==> config.mk <==
export PLATFORM = sky130hd
export DESIGN_NAME = hc194_seq_ctrl_flat
export DESIGN_NICKNAME = d
export VERILOG_FILES = /design/src/rtl/hc194_seq_ctrl_if.sv /design/src/rtl/hc194_seq_ctrl.sv /design/src/flat_wrapper.sv
export SDC_FILE = /design/constraint.sdc
export NUM_CORES = 1
export LEC_CHECK = 0
export BUFFER_PORTS_ARGS = -buffer_cell sky130_fd_sc_hd__buf_2
export CORE_MARGIN = 5
export CORE_UTILIZATION = 50
export CTS_CLUSTER_DIAMETER = 60
export DETAILED_ROUTE_END_ITERATION = 10
export HOLD_SLACK_MARGIN = 0.02
export PLACE_DENSITY_LB_ADDON = 0.05
export SYNTH_ARGS = -nofsm -noshare
export SYNTH_HDL_FRONTEND = slang
export SYNTH_SLANG_ARGS = --single-unit
==> constraint.sdc <==
create_clock -name CP -period 2.5 [get_ports CP]
set_input_delay 0.125 -clock CP [delete_from_list [all_inputs] [get_ports CP]]
set_output_delay 0.125 -clock CP [all_outputs]
set_load 0.05 [all_outputs]
==> src/rtl/hc194_seq_ctrl_if.sv <==
// Command-side bundle for hc194_seq_ctrl: request handshake plus the completion
// status (busy / done / q_out) returned to the requester.
interface hc194_seq_ctrl_if #(
  parameter int WIDTH = 4,
  parameter int CNT_W = 3
);
  logic             cmd_valid;
  logic             cmd_ready;
  logic [1:0]       cmd_op;
  logic [CNT_W-1:0] cmd_cnt;
  logic [WIDTH-1:0] cmd_data;
  logic             cmd_fill;
  logic             busy;
  logic             done;
  logic [WIDTH-1:0] q_out;

  modport master (
    output cmd_valid, cmd_op, cmd_cnt, cmd_data, cmd_fill,
    input  cmd_ready, busy, done, q_out
  );

  modport slave (
    input  cmd_valid, cmd_op, cmd_cnt, cmd_data, cmd_fill,
    output cmd_ready, busy, done, q_out
  );
endinterface

==> src/rtl/hc194_seq_ctrl.sv <==
// Command sequencer for a single 74HC194-style universal shift register on the
// same clock: drives S/DS/D for the requested number of cycles, then reports Q.
module hc194_seq_ctrl #(
  parameter int WIDTH = 4,
  parameter int CNT_W = 3
) (
  input  logic             CP,
  input  logic             CR_n,
  hc194_seq_ctrl_if.slave  cmd,
  input  logic             pause,
  input  logic [WIDTH-1:0] Q_in,
  output logic [1:0]       S,
  output logic             DS,
  output logic [WIDTH-1:0] D
);

  localparam logic [1:0] ST_IDLE = 2'd0;
  localparam logic [1:0] ST_RUN  = 2'd1;
  localparam logic [1:0] ST_DONE = 2'd2;

  localparam logic [1:0] OP_LOAD = 2'b00;
  localparam logic [1:0] OP_SHR  = 2'b01;
  localparam logic [1:0] OP_SHL  = 2'b10;
  localparam logic [1:0] OP_ROTR = 2'b11;

  localparam logic [1:0] S_HOLD  = 2'b00;
  localparam logic [1:0] S_RIGHT = 2'b01;
  localparam logic [1:0] S_LEFT  = 2'b10;
  localparam logic [1:0] S_LOAD  = 2'b11;

  logic [1:0]       state;
  logic [1:0]       op_q;
  logic [CNT_W-1:0] rem_q;
  logic [WIDTH-1:0] data_q;
  logic             fill_q;
  logic             done_q;
  logic [WIDTH-1:0] q_out_q;
  logic             accept;
  logic             shifting;

  assign accept        = cmd.cmd_valid && (state == ST_IDLE);
  assign cmd.cmd_ready = (state == ST_IDLE);
  assign cmd.busy      = (state != ST_IDLE);
  assign cmd.done      = done_q;
  assign cmd.q_out     = q_out_q;

  always_ff @(posedge CP or negedge CR_n) begin
    if (!CR_n) begin
      state   <= ST_IDLE;
      op_q    <= OP_LOAD;
      rem_q   <= '0;
      data_q  <= '0;
      fill_q  <= 1'b0;
      done_q  <= 1'b0;
      q_out_q <= '0;
    end else begin
      done_q <= 1'b0;
      case (state)
        ST_IDLE: begin
          if (accept) begin
            op_q   <= cmd.cmd_op;
            data_q <= cmd.cmd_data;
            fill_q <= cmd.cmd_fill;
            // LOAD always takes exactly one RUN cycle; a zero shift count skips RUN.
            if (cmd.cmd_op == OP_LOAD) begin
              rem_q <= CNT_W'(1);
              state <= ST_RUN;
            end else begin
              rem_q <= cmd.cmd_cnt;
              state <= (cmd.cmd_cnt != '0) ? ST_RUN : ST_DONE;
            end
          end
        end
        ST_RUN: begin
          if (!pause) begin
            rem_q <= rem_q - CNT_W'(1);
            if (rem_q == CNT_W'(1)) state <= ST_DONE;
          end
        end
        ST_DONE: begin
          // Q_in now reflects the last shifter edge of the command.
          q_out_q <= Q_in;
          done_q  <= 1'b1;
          state   <= ST_IDLE;
        end
        default: state <= ST_IDLE;
      endcase
    end
  end

  assign shifting = (state == ST_RUN) && !pause;

  // Shifter pins are decoded from state so reset forces S=hold immediately.
  always_comb begin
    S  = S_HOLD;
    DS = 1'b0;
    D  = '0;
    if (shifting) begin
      case (op_q)
        OP_LOAD: begin
          S = S_LOAD;
          D = data_q;
        end
        OP_SHR: begin
          S  = S_RIGHT;
          DS = fill_q;
        end
        OP_SHL: begin
          S  = S_LEFT;
          DS = fill_q;
        end
        OP_ROTR: begin
          S  = S_RIGHT;
          DS = Q_in[WIDTH-1];
        end
        default: S = S_HOLD;
      endcase
    end
  end

endmodule

==> src/flat_wrapper.sv <==
// flat-port wrapper written by rule: the top's interface ports become plain ports
module hc194_seq_ctrl_flat 
#(
  parameter int WIDTH = 4,
  parameter int CNT_W = 3
)
  (CP, CR_n, pause, Q_in, S, DS, D, cmd_cmd_valid, cmd_cmd_op, cmd_cmd_cnt, cmd_cmd_data, cmd_cmd_fill, cmd_cmd_ready, cmd_busy, cmd_done, cmd_q_out);
  hc194_seq_ctrl_if #(.WIDTH(WIDTH), .CNT_W(CNT_W)) cmd_i ();
  input  logic CP;
  input  logic CR_n;
  input  logic pause;
  input  logic [WIDTH-1:0] Q_in;
  output logic [1:0] S;
  output logic DS;
  output logic [WIDTH-1:0] D;
  input wire logic [$bits(cmd_i.cmd_valid)-1:0] cmd_cmd_valid;
  input wire logic [$bits(cmd_i.cmd_op)-1:0] cmd_cmd_op;
  input wire logic [$bits(cmd_i.cmd_cnt)-1:0] cmd_cmd_cnt;
  input wire logic [$bits(cmd_i.cmd_data)-1:0] cmd_cmd_data;
  input wire logic [$bits(cmd_i.cmd_fill)-1:0] cmd_cmd_fill;
  output wire logic [$bits(cmd_i.cmd_ready)-1:0] cmd_cmd_ready;
  output wire logic [$bits(cmd_i.busy)-1:0] cmd_busy;
  output wire logic [$bits(cmd_i.done)-1:0] cmd_done;
  output wire logic [$bits(cmd_i.q_out)-1:0] cmd_q_out;
  assign cmd_i.cmd_valid = cmd_cmd_valid;
  assign cmd_i.cmd_op = cmd_cmd_op;
  assign cmd_i.cmd_cnt = cmd_cmd_cnt;
  assign cmd_i.cmd_data = cmd_cmd_data;
  assign cmd_i.cmd_fill = cmd_cmd_fill;
  assign cmd_cmd_ready = cmd_i.cmd_ready;
  assign cmd_busy = cmd_i.busy;
  assign cmd_done = cmd_i.done;
  assign cmd_q_out = cmd_i.q_out;
  hc194_seq_ctrl #(.WIDTH(WIDTH), .CNT_W(CNT_W)) u_core (.CP(CP), .CR_n(CR_n), .cmd(cmd_i), .pause(pause), .Q_in(Q_in), .S(S), .DS(DS), .D(D));
endmodule
# --- Word-level counts from Yosys, hierarchy flattened ---
# Cells that the tools add are included.
word_totals:
  ff_bits: 17
  inputBits: 18
  out_inout_bits: 14
  wordCells: 48
classes:
  n_addsub: 1
  eq_ne: 9
  mux: 17
  n_reduce_logical: 14
op_table:
  columns: ["op", "count"]
  rows:
  - ["2-bit 2-to-1 mux", 6]
  - ["3-bit 2-to-1 mux", 3]
  - ["4-bit 2-to-1 mux", 2]
  - ["2-bit == test (second input constant)", 3]
  - ["2-bit zero test", 3]
  - ["2-bit case mux with 3 select lines", 1]
  - ["3-bit case mux with 2 select lines", 1]
  - ["3-bit AND reduction", 2]
  - ["2-bit by 1-bit == test with 1-bit output (second input constant)", 2]
  - ["2-bit by 1-bit != test with 1-bit output (second input constant)", 2]
  - ["2-bit case mux with 2 select lines", 1]
  - ["2-bit nonzero test", 2]
  - ["2-bit OR reduction", 2]
  - ["3-bit by 1-bit == test with 1-bit output (second input constant)", 1]
  - ["3-bit nonzero test", 1]
  - ["3-bit by 1-bit subtractor with 3-bit output (second input constant)", 1]
  - ["1-bit logical AND", 2]
  - ["1-bit 2-to-1 mux", 2]
  - ["2-bit != test (second input constant)", 1]
  - ["1-bit case mux with 2 select lines", 1]
  - ["2-bit AND reduction", 1]
  - ["1-bit zero test", 1]

# --- Logic depth before layout (Yosys ltp) ---
# Gate-level depths: netlist (run 1).
logic_depth:
  ltp_word: 5
  ltp_mapped: 5
  mapped_depth_nobuf: 5

# --- Worst setup path after synthesis (run 1) ---
# Ideal clock, no wire load.
synth_path:
  path_kind: "register to output"
  start: "reg u_core.op_q[1]"
  end: "out DS"
  arrival_ns: 2.208
  t_required_ns: 2.375
  slack_ns: 0.167
  stages_incl_launch_ff: 5
  n_path_buf: 0
  path_cell_list: "dfrtp_1 > inv_1 > ha_1 > a22oi_1 > nor4_1"
synth_via:
  elab_chain_cells: 4
  elab_cells_between_ends: 6
  cone_classes: "eq/ne: 3; mux: 2; reduce/logical: 1"
synth_lines:
  columns: ["element", "line", "source"]
  rows:
  - ["start, declared", "hc194_seq_ctrl.sv:32", "logic [1:0] op_q;"]
  - ["start signal, assigned", "hc194_seq_ctrl.sv:61", "op_q <= cmd.cmd_op;"]
  - ["2-bit by 1-bit == test with 1-bit output / 2-bit == test (equally long branches)", "hc194_seq_ctrl.sv:99", "case (op_q)"]
  - ["2-bit OR reduction (no line)", null, null]
  - ["1-bit case mux with 2 select lines (*)", "hc194_seq_ctrl.sv:99", null]
  - ["1-bit 2-to-1 mux (*)", "hc194_seq_ctrl.sv:98", "if (shifting) begin"]
  - ["end, declared", "flat_wrapper.sv:14", "output logic DS;"]
# Mark *: on every way between the ends. The rest lies on a longest branch, timed or not.

# --- Worst setup path in the final report (run 1) ---
layout_path:
  start: "reg u_core.state[1]"
  end: "out D[1]"
layout_via:
  elab_chain_cells: 3
layout_lines:
  columns: ["element", "line", "source"]
  rows:
  - ["start, declared", "hc194_seq_ctrl.sv:31", "logic [1:0] state;"]
  - ["start signal, assigned", "hc194_seq_ctrl.sv:70", "state <= (cmd.cmd_cnt != '0) ? ST_RUN : ST_DONE;"]
  - ["2-bit by 1-bit == test with 1-bit output", "hc194_seq_ctrl.sv:91", "assign shifting = (state == ST_RUN) && !pause;"]
  - ["1-bit logical AND", "hc194_seq_ctrl.sv:91", null]
  - ["4-bit 2-to-1 mux", "hc194_seq_ctrl.sv:98", null]
  - ["end, declared", "flat_wrapper.sv:15", "output logic [WIDTH-1:0] D;"]
# No other way between the ends.

==> impl_metrics.toml, run 1 <==
[sta]
worst_pin_slew_ns = 0.7099
grt_setup_unrepaired = "no"
period_share = 0.7246
period_minus_slack_ns = 1.811
final_max_slew_viol_count = 0
hold_viol = 0
relSlewSlack = 0.5247
setup_viol = 0
skew_ns = 0.003942
finalSetupTns_ns = 0
max_freq_mhz = 552.1

[clock_tree]
root_buffer = "clkbuf_4"
clkLatencyLatePin_ns = 0.30
path_clk_slew_ns = 0.10
numClockSinks = 17
cts_buffers = 3
cts_tree = "yes"
htree_levels = 1
cts_max_path_buffers = 2
postCtsResizedCells = 0
cts_setup_buffers = 0

[synthesis]
netlist_area_sq_um = 933.4
ys_seq_area_frac = 0.4558
synth_cell_types = 30
ys.flop_type = "dfrtp_1"
synth_seq_cells = 17
synth_area_leaders = "dfrtp_1, mux2_2, ha_1, and3_1, o21ai_0"
synth_commonest_cells = "dfrtp_1, mux2_2, ha_1"
syn_inst = 81
synth_edf_count = 0
synthArstFlopShare = 1.000
yosysWarningCount = 0
synth_top_area_frac = 0.4558
synth.net_count = 106
yosys.area.top_type = "dfrtp_1"
postSynthAreaPerCell_sq_um = 11.52
synth.most_common_cell = "dfrtp_1"

[grt]
track_usage = 0.1491
gr-total-overflow = 0
grt_pass1_wl_microns = 2987
antenna_found_initial = 0
grt_pass1_vias = 676
grt_max_degree = 18

[critical_path]
cp_max_fo = 10
critPathKind = "reg2out"
cp-start-kind = "flip-flop"
arrival_ns = 1.69
critPathRequiredTime_ns = 2.38
cp-end-kind = "output port"

[route]
antenna_left = 0
wl_met1_microns = 874
wl_per_cell_microns = 13.43
vias_per_cell = 5.174
vias = 714
routed.top_layer = "met4"
drt-initial-drc-count = 3
dr_wl_met3_microns = 117
drt-total-wl_microns = 1853
drcViolationCount = 0
first_pass_iters = 3
wl_met2_microns = 812

[floorplanning]
pin_count = 32
core-area_sq_um = 1745
die_h_microns = 53.21
die_w_microns = 53.21
die_area_sq_um = 2831
start_util = 0.5348
num_rows = 15

[power]
p_per_area_nw_per_um2 = 1352
p_leak_nw = 0.5805
power_frac_clock = 0.099
power_switching_uw = 739.4
vdd_drop_max_mv = 0.6911
swShare = 0.4853
combPwrFrac = 0.561
seqPwrFrac = 0.339
p_int_uw = 784.4

[job]
maxCapViolations = 0

[layout]
nets = 139
insertedDiodeCount = 0
syn2layout_area_growth_pct = 20.78
drive_above_1_share = 0.4336
n_fill_cell = 144
fin_util = 0.6459

[worst_hold_path]
hold_path.class = "in2reg"

[run_status]
status = "finished clean"

[place]
gp_congestion = 0.7588
io_buffers = 31
dp_hpwl_microns = 1416
## per-stage QoR
stage               setup WS, ns  total power [mW]  instance area, sq um  hold WS [ns]  cells
floorplan                 0.1668             1.220                 933.4       -0.1706     81
global placement          0.8602             1.357                  1091       0.07054    133
detailed placement        0.8271             1.382                  1091       0.06600    133
CTS                       0.6725             1.542                  1127       0.04613    138
global route              0.5642             1.635                  1127       0.04194    138
finish                    0.6886             1.524                  1127       0.05356    138
## sequential cells by signal, summed over array words and instances, names as in the netlist
signal and flops:
u_core.op_q 2, u_core.cmd.done 1, u_core.cmd.q_out 4, u_core.state 2, u_core.rem_q 3, u_core.fill_q 1
u_core.data_q 4
## layout by cell type, fill, tap and decap left out
| cell | Yosys | routed |
|---|---|---|
| a22oi_1 | 1 | 1 |
| o2bb2ai_1 | 1 | 1 |
| nor2_1 | 5 | 5 |
| dlygate4sd3_1 | 0 | 1 |
| nor3_1 | 1 | 1 |
| a21oi_1 | 3 | 3 |
| o21ai_0 | 4 | 4 |
| and3_1 | 4 | 4 |
| clkbuf_1 | 0 | 1 |
| and2b_1 | 1 | 1 |
| nand2_1 | 2 | 2 |
| nand2b_4 | 1 | 1 |
| o21a_1 | 1 | 1 |
| dfrtp_1 | 17 | 17 |
| o32a_1 | 1 | 1 |
| a211o_1 | 2 | 2 |
| mux2_2 | 10 | 10 |
| buf_2 | 1 | 31 |
| nor3b_2 | 1 | 1 |
| or2_2 | 1 | 1 |
| nor4_1 | 2 | 2 |
| nor2b_1 | 1 | 1 |
| ha_1 | 7 | 7 |
| nor3b_1 | 2 | 2 |
| mux2i_1 | 1 | 1 |
| clkbuf_4 | 0 | 3 |
| nor4b_1 | 1 | 1 |
| a2111oi_2 | 1 | 1 |
| inv_1 | 5 | 5 |
| o21ba_2 | 1 | 1 |
## area by class of cell
type                            count  area (sq um)  share of cell area
Clock buffer                        4         26.28             0.02331
Timing Repair Buffer               32         165.2              0.1465
Multi-Input combinational cell     55         460.4              0.4084
Sequential cell                    17         425.4              0.3774
Tap cell                           25         31.28             0.02775
Inverter                            5         18.77             0.01665
## cells by family (layout without fill, tap and decap cells)
| kind of cell | count (synthesis) | in the layout | share of synthesized area |
|---|---|---|---|
| mux | 11 | 11 | 0.1314 |
| buf+inv | 9 | 41 | 0.05093 |
| fa+ha+maj | 7 | 7 | 0.09383 |
| flops | 17 | 17 | 0.4558 |
| simple gates | 22 | 22 | 0.1488 |
| compound gates | 15 | 15 | 0.1193 |
## power by group through the flow
stage | registers, mW | clock network, mW | logic, mW
global route | 0.538 | 0.168 | 0.929
global placement | 0.514 | 0 | 0.842
floorplan | 0.604 | 0 | 0.616
finish | 0.517 | 0.152 | 0.855
detailed placement | 0.523 | 0 | 0.858
CTS | 0.518 | 0.159 | 0.865
## critical path, cell delays in order, from the launching register on
cell,delay [ns]
dfrtp_1,0.50
nand2b_4,0.22
nor2_1,0.22
and3_1,0.19
buf_2,0.26
## final timing paths
check,slack [ns],depth (start not counted),to,start
worst max-delay path,0.69,4,D[1],u_core.state[1]
worst min-delay path,0.05,2,u_core.data_q[0],cmd_cmd_data[0]
worst max register to register,0.81,2,u_core.data_q[1],u_core.state[0]
worst min register to register,0.51,1,u_core.data_q[0],u_core.data_q[0]
max in group asynchronous,1.96,2,u_core.data_q[2],CR_n
min in group asynchronous,0.27,2,u_core.rem_q[0],CR_n
## routing by layer
metal / track usage / up-vias
li1: - / 350
met1: 0.1954 / 336
met2: 0.2224 / 23
met3: 0.03099 / 5
met4: 0.08936 / 0
met5: 0 / -
## what timing repair did
action | in CTS | in global routing
hold buffers | 1 | 0
endpoints found under the hold margin | 17 | 0
setup endpoints to repair | 0 | 0
(Power assumes the default switching activity.)
==> run 2, diff against run 1 <==
CORE_UTILIZATION = 48   (was 50)
clock period = 1.7 ns   (was 2.5 ns; I/O delays follow)
==> impl_metrics.toml, run 2 (same netlist as run 1, synthesis figures left out) <==
[worst_hold_path]
whs_path_depth = 3
hold_path.class = "in2reg"

[layout]
syn2layout_area_growth_pct = 37.13
drive_above_1_share = 0.4720
n_fill_cell = 158
layout_common_cells = "buf_2, dfrtp_1, dlygate4sd3_1"
insertedDiodeCount = 0
nets = 151
final_common_cell = "buf_2"

[critical_path]
critPathKind = "reg2out"
cp-start-kind = "flip-flop"
cpMaxStageDelayCell = "dfrtp_2"
cp_max_fo = 10
r2r_start = "u_core.state[0]"
critPathRequiredTime_ns = 1.62
path_buf_inv = 1
cp-end-kind = "output port"
arrival_ns = 1.54
cp.depth = 4
r2r_slack_ns = 0.27
reg2reg_depth = 3
cp-startpoint = "u_core.state[1]"
crit_path_cell_trace = "nand2b_4 > nor2_4 > o21a_1 > buf_2"
worst_r2r_endpoint = "u_core.rem_q[2]"
endpoint = "S[1]"
max_stage_delay_ns = 0.50
crit_family = "flip-flops"

[sta]
skew_ns = 0.001036
hold_viol = 0
final_max_slew_viol_count = 0
relSlewSlack = 0.7424
timing.hold.ws_ns = 0.04037
max_freq_mhz = 616.2
setup_viol = 0
fin_ws_ns = 0.07725
period_minus_slack_ns = 1.623
period_share = 0.9546
worst_pin_slew_ns = 0.3864

[clock_tree]
numClockSinks = 17
path_clk_slew_ns = 0.11
cts_tree = "yes"
clkLatencyLatePin_ns = 0.30
cts_max_path_buffers = 2
cts_buffers = 3
root_buffer = "clkbuf_4"
htree_levels = 1

[power]
seqPwrFrac = 0.330
vdd_drop_max_mv = 1.058
p_leak_nw = 0.6322
p_int_mw = 1.213
power_frac_clock = 0.098
combPwrFrac = 0.572
p_per_area_nw_per_um2 = 1834
swShare = 0.4830
power_switching_mw = 1.134

[floorplanning]
die_w_microns = 54.10
die_h_microns = 54.10
num_rows = 16
pin_count = 32
start_util = 0.4908
die_area_sq_um = 2926
core-area_sq_um = 1902

[route]
drcViolationCount = 0
vias = 728
wl_met1_microns = 944
wl_per_cell_microns = 13.26
drt-initial-drc-count = 6
vias_per_cell = 4.789
routed.top_layer = "met4"
wl_met2_microns = 901
first_pass_iters = 3
antenna_left = 0
dr_wl_met3_microns = 126
drt-total-wl_microns = 2016

[place]
io_buffers = 31
dp_slack_ns = 0.1466
gp_congestion = 0.7549
dp_hpwl_microns = 1381

[grt]
grt_max_degree = 18
track_usage = 0.1451
gr-total-overflow = 0
grt_pass1_vias = 675
antenna_found_initial = 0
grt_pass1_wl_microns = 2932

[run_status]
status = "finished clean"

[job]
maxCapViolations = 0
==> run 2: cell count changes in the layout (fill, tap and decap cells not counted), sizes merged <==
cell,change
clkinv,+1
dlygate4sd3,+10
clkbuf,+1
==> run 2: what timing repair did <==
item | 4_1_cts | 5_1_grt
endpoints found under the hold margin | 27 | 0
setup buffers | 0 | 1
pin swaps | 0 | 0
endpoints found under the setup margin | 6 | 5
gates resized for setup | 6 | 5
gates cloned | 0 | 0
hold buffers | 11 | 0
==> run 2: how the worst min path moves through the flow <==
stage	startpoint	end	slack, ns
global route	cmd_cmd_op[1]	u_core.op_q[1]	0.04
finish	cmd_cmd_op[1]	u_core.op_q[1]	0.04
global placement	CR_n	u_core.rem_q[0]	0.03
detailed placement	CR_n	u_core.rem_q[0]	0.04
floorplan	CR_n	u_core.cmd.done	-0.21
CTS	cmd_cmd_op[1]	u_core.op_q[1]	0.02
==> run 2: power groups by stage <==
stage,clock [mW],sequential [mW],combinational [mW]
final,0.231,0.774,1.34
after global routing,0.249,0.800,1.45
after CTS,0.241,0.769,1.32
after detailed placement,0,0.775,1.29
after global placement,0,0.757,1.27
after floorplan,0,0.888,0.925
==> run 2: through the flow <==
stage	power, mW	TNS [ns]	utilization	std cells	instance area (sq um)
floorplan	1.812	-0.007741	-	81	944.7
global placement	2.031	0	0.5849	136	1112
detailed placement	2.063	0	0.5849	136	1112
CTS	2.336	0	0.6638	151	1262
global route	2.499	-0.001498	0.6730	152	1280
finish	2.347	0	0.6730	152	1280
==> run 2: cell type report <==
type	instances	area, sq um	area share
tap	27	33.78	0.02639
inverter	5	18.77	0.01466
multi-input combinational	55	479.2	0.3744
sequential	17	427.9	0.3343
clock buffer	3	22.52	0.01760
clock inverter	1	5.005	0.003910
timing repair buffer	44	292.8	0.2287
==> run 2: layer usage <==
| metal | up-vias | global-route usage |
|---|---|---|
| li1 | 373 | - |
| met1 | 329 | 0.1832 |
| met2 | 21 | 0.2258 |
| met4 | 0 | 0.08714 |
| met3 | 5 | 0.03047 |
| met5 | - | 0 |
==> run 2: worst reg2reg max path, cell delays in order, from the launching register on <==
cell     delay (ns)
dfrtp_2        0.52
nor2_1         0.13
a211o_1        0.32
o32a_1         0.35
==> run 3, diff against run 2 <==
CELL_PAD_IN_SITES_DETAIL_PLACEMENT = 1   (was default)
CELL_PAD_IN_SITES_GLOBAL_PLACEMENT = 2   (was default)
CORE_UTILIZATION = 30   (was 48)
==> impl_metrics.toml, run 3 (same netlist as run 1, synthesis figures left out) <==
[run_status]
status = "finished clean"

[route]
drcViolationCount = 0
drt-initial-drc-count = 10
vias_per_cell = 4.569
drt-total-wl_microns = 2219
wl_per_cell_microns = 13.29
first_pass_iters = 3
vias = 763
antenna_left = 0

[sta]
grt_setup_unrepaired = "no"
finalSetupTns_ns = 0
worst_pin_slew_ns = 0.4280
skew_ns = 0.001155
hold_viol = 0
final_max_slew_viol_count = 0
relSlewSlack = 0.7147
setup_viol = 0
fin_ws_ns = 0.1061
timing.hold.ws_ns = 0.03555
period_share = 0.9376
max_freq_mhz = 627.4
period_minus_slack_ns = 1.594

[layout]
drive_above_1_share = 0.4715
multi_input_area_sq_um = 479.2
final_cell_count_no_fill = 167
fin_util = 0.4219
nets = 149
syn2layout_area_growth_pct = 36.86
final_common_cell = "buf_2"
layout_common_cells = "buf_2, dfrtp_1, mux2_2"
regArea_sq_um = 426.7
n_fill_cell = 345
insertedDiodeCount = 0

[critical_path]
reg2reg_depth = 3
r2r_slack_ns = 0.27
critPathKind = "reg2out"
cp_max_fo = 10
cp-end-kind = "output port"
critPathRequiredTime_ns = 1.62
worst_r2r_endpoint = "u_core.rem_q[2]"
cp-start-kind = "flip-flop"
arrival_ns = 1.51
r2r_start = "u_core.state[0]"

[floorplanning]
die_area_sq_um = 4327
pin_count = 32
die_h_microns = 65.78
start_util = 0.3083
die_w_microns = 65.78
num_rows = 20
core-area_sq_um = 3028

[grt]
grt_pass1_vias = 791
track_usage = 0.1100
antenna_found_initial = 0
grt_pass1_wl_microns = 3657
gr-total-overflow = 0
grt_max_degree = 18

[place]
placed_cells = 154
dp_slack_ns = 0.2061
io_buffers = 31
gp_congestion = 0.7236
dp_hpwl_microns = 1719

[worst_hold_path]
hp-start = "Q_in[1]"
whs_path_depth = 2
hold_path_end = "u_core.cmd.q_out[1]"
hold_path.class = "in2reg"

[clock_tree]
path_clk_slew_ns = 0.11
cts_buffers = 3
cts_max_path_buffers = 2
clkLatencyLatePin_ns = 0.29
cts_tree = "yes"
numClockSinks = 17
root_buffer = "clkbuf_4"
htree_levels = 1

[job]
maxCapViolations = 0

[power]
p_leak_nw = 0.6274
p_per_area_nw_per_um2 = 1849
vdd_drop_max_mv = 0.5568
## run 3: cell count changes in the layout (fill, tap and decap cells not counted), sizes merged
cell / before / now
buf: 31 / 34
dlygate4sd3: 11 / 8
clkbuf: 5 / 3
## run 3: report_power, final
part	internal, mW	switching [mW]	total (mW)
clock network	0.0874	0.137	0.225
logic	0.535	0.866	1.40
registers	0.602	0.134	0.736
total	1.22	1.14	2.36
## run 3: critical path: stages (launching register included)
cell and delay [ns]:
dfrtp_2 0.49, nand2b_4 0.21, nor2_4 0.14, o21a_1 0.13
buf_2 0.25
## run 3: per-stage QoR
step	power, mW	area, sq um
4_1_cts	2.373	1252
6_report	2.362	1277
3_3_place_gp	2.091	1141
2_1_floorplan	1.812	944.7
3_5_place_dp	2.111	1141
5_1_grt	2.529	1277
## run 3: cell type report
| class | count | share of cell area |
|---|---|---|
| Clock buffer | 3 | 0.01763 |
| Clock inverter | 1 | 0.003918 |
| Inverter | 5 | 0.01469 |
| Multi-Input combinational cell | 55 | 0.3751 |
| Sequential cell | 17 | 0.3340 |
| Tap cell | 44 | 0.04309 |
| Timing Repair Buffer | 42 | 0.2116 |
## run 3: timing repair
item                                    CTS  global route
endpoints found under the setup margin    6             6
hold buffers                              7             1
cloned                                    0             0
gates resized for setup                   6             4
setup buffers                             0             1
hold endpoints to repair                 23             1
## run 3: per-layer routing
layer | up-vias | routed length, microns | global-route usage
met3 | 0 | 119 | 0.02381
met2 | 20 | 1043 | 0.1827
met5 | - | 0 | 0
li1 | 371 | - | -
met4 | 0 | 0 | 0.03109
met1 | 372 | 1056 | 0.1426
## run 3: worst max-delay path by stage
| stage | startpoint | to | slack (ns) |
|---|---|---|---|
| after floorplan | u_core.op_q[1] | DS | -0.008 |
| after global placement | u_core.state[1] | D[2] | 0.25 |
| after detailed placement | u_core.state[1] | D[1] | 0.21 |
| after CTS | u_core.state[1] | D[0] | 0.003 |
| after global routing | u_core.state[1] | S[1] | 0.007 |
| final | u_core.state[1] | S[1] | 0.11 |
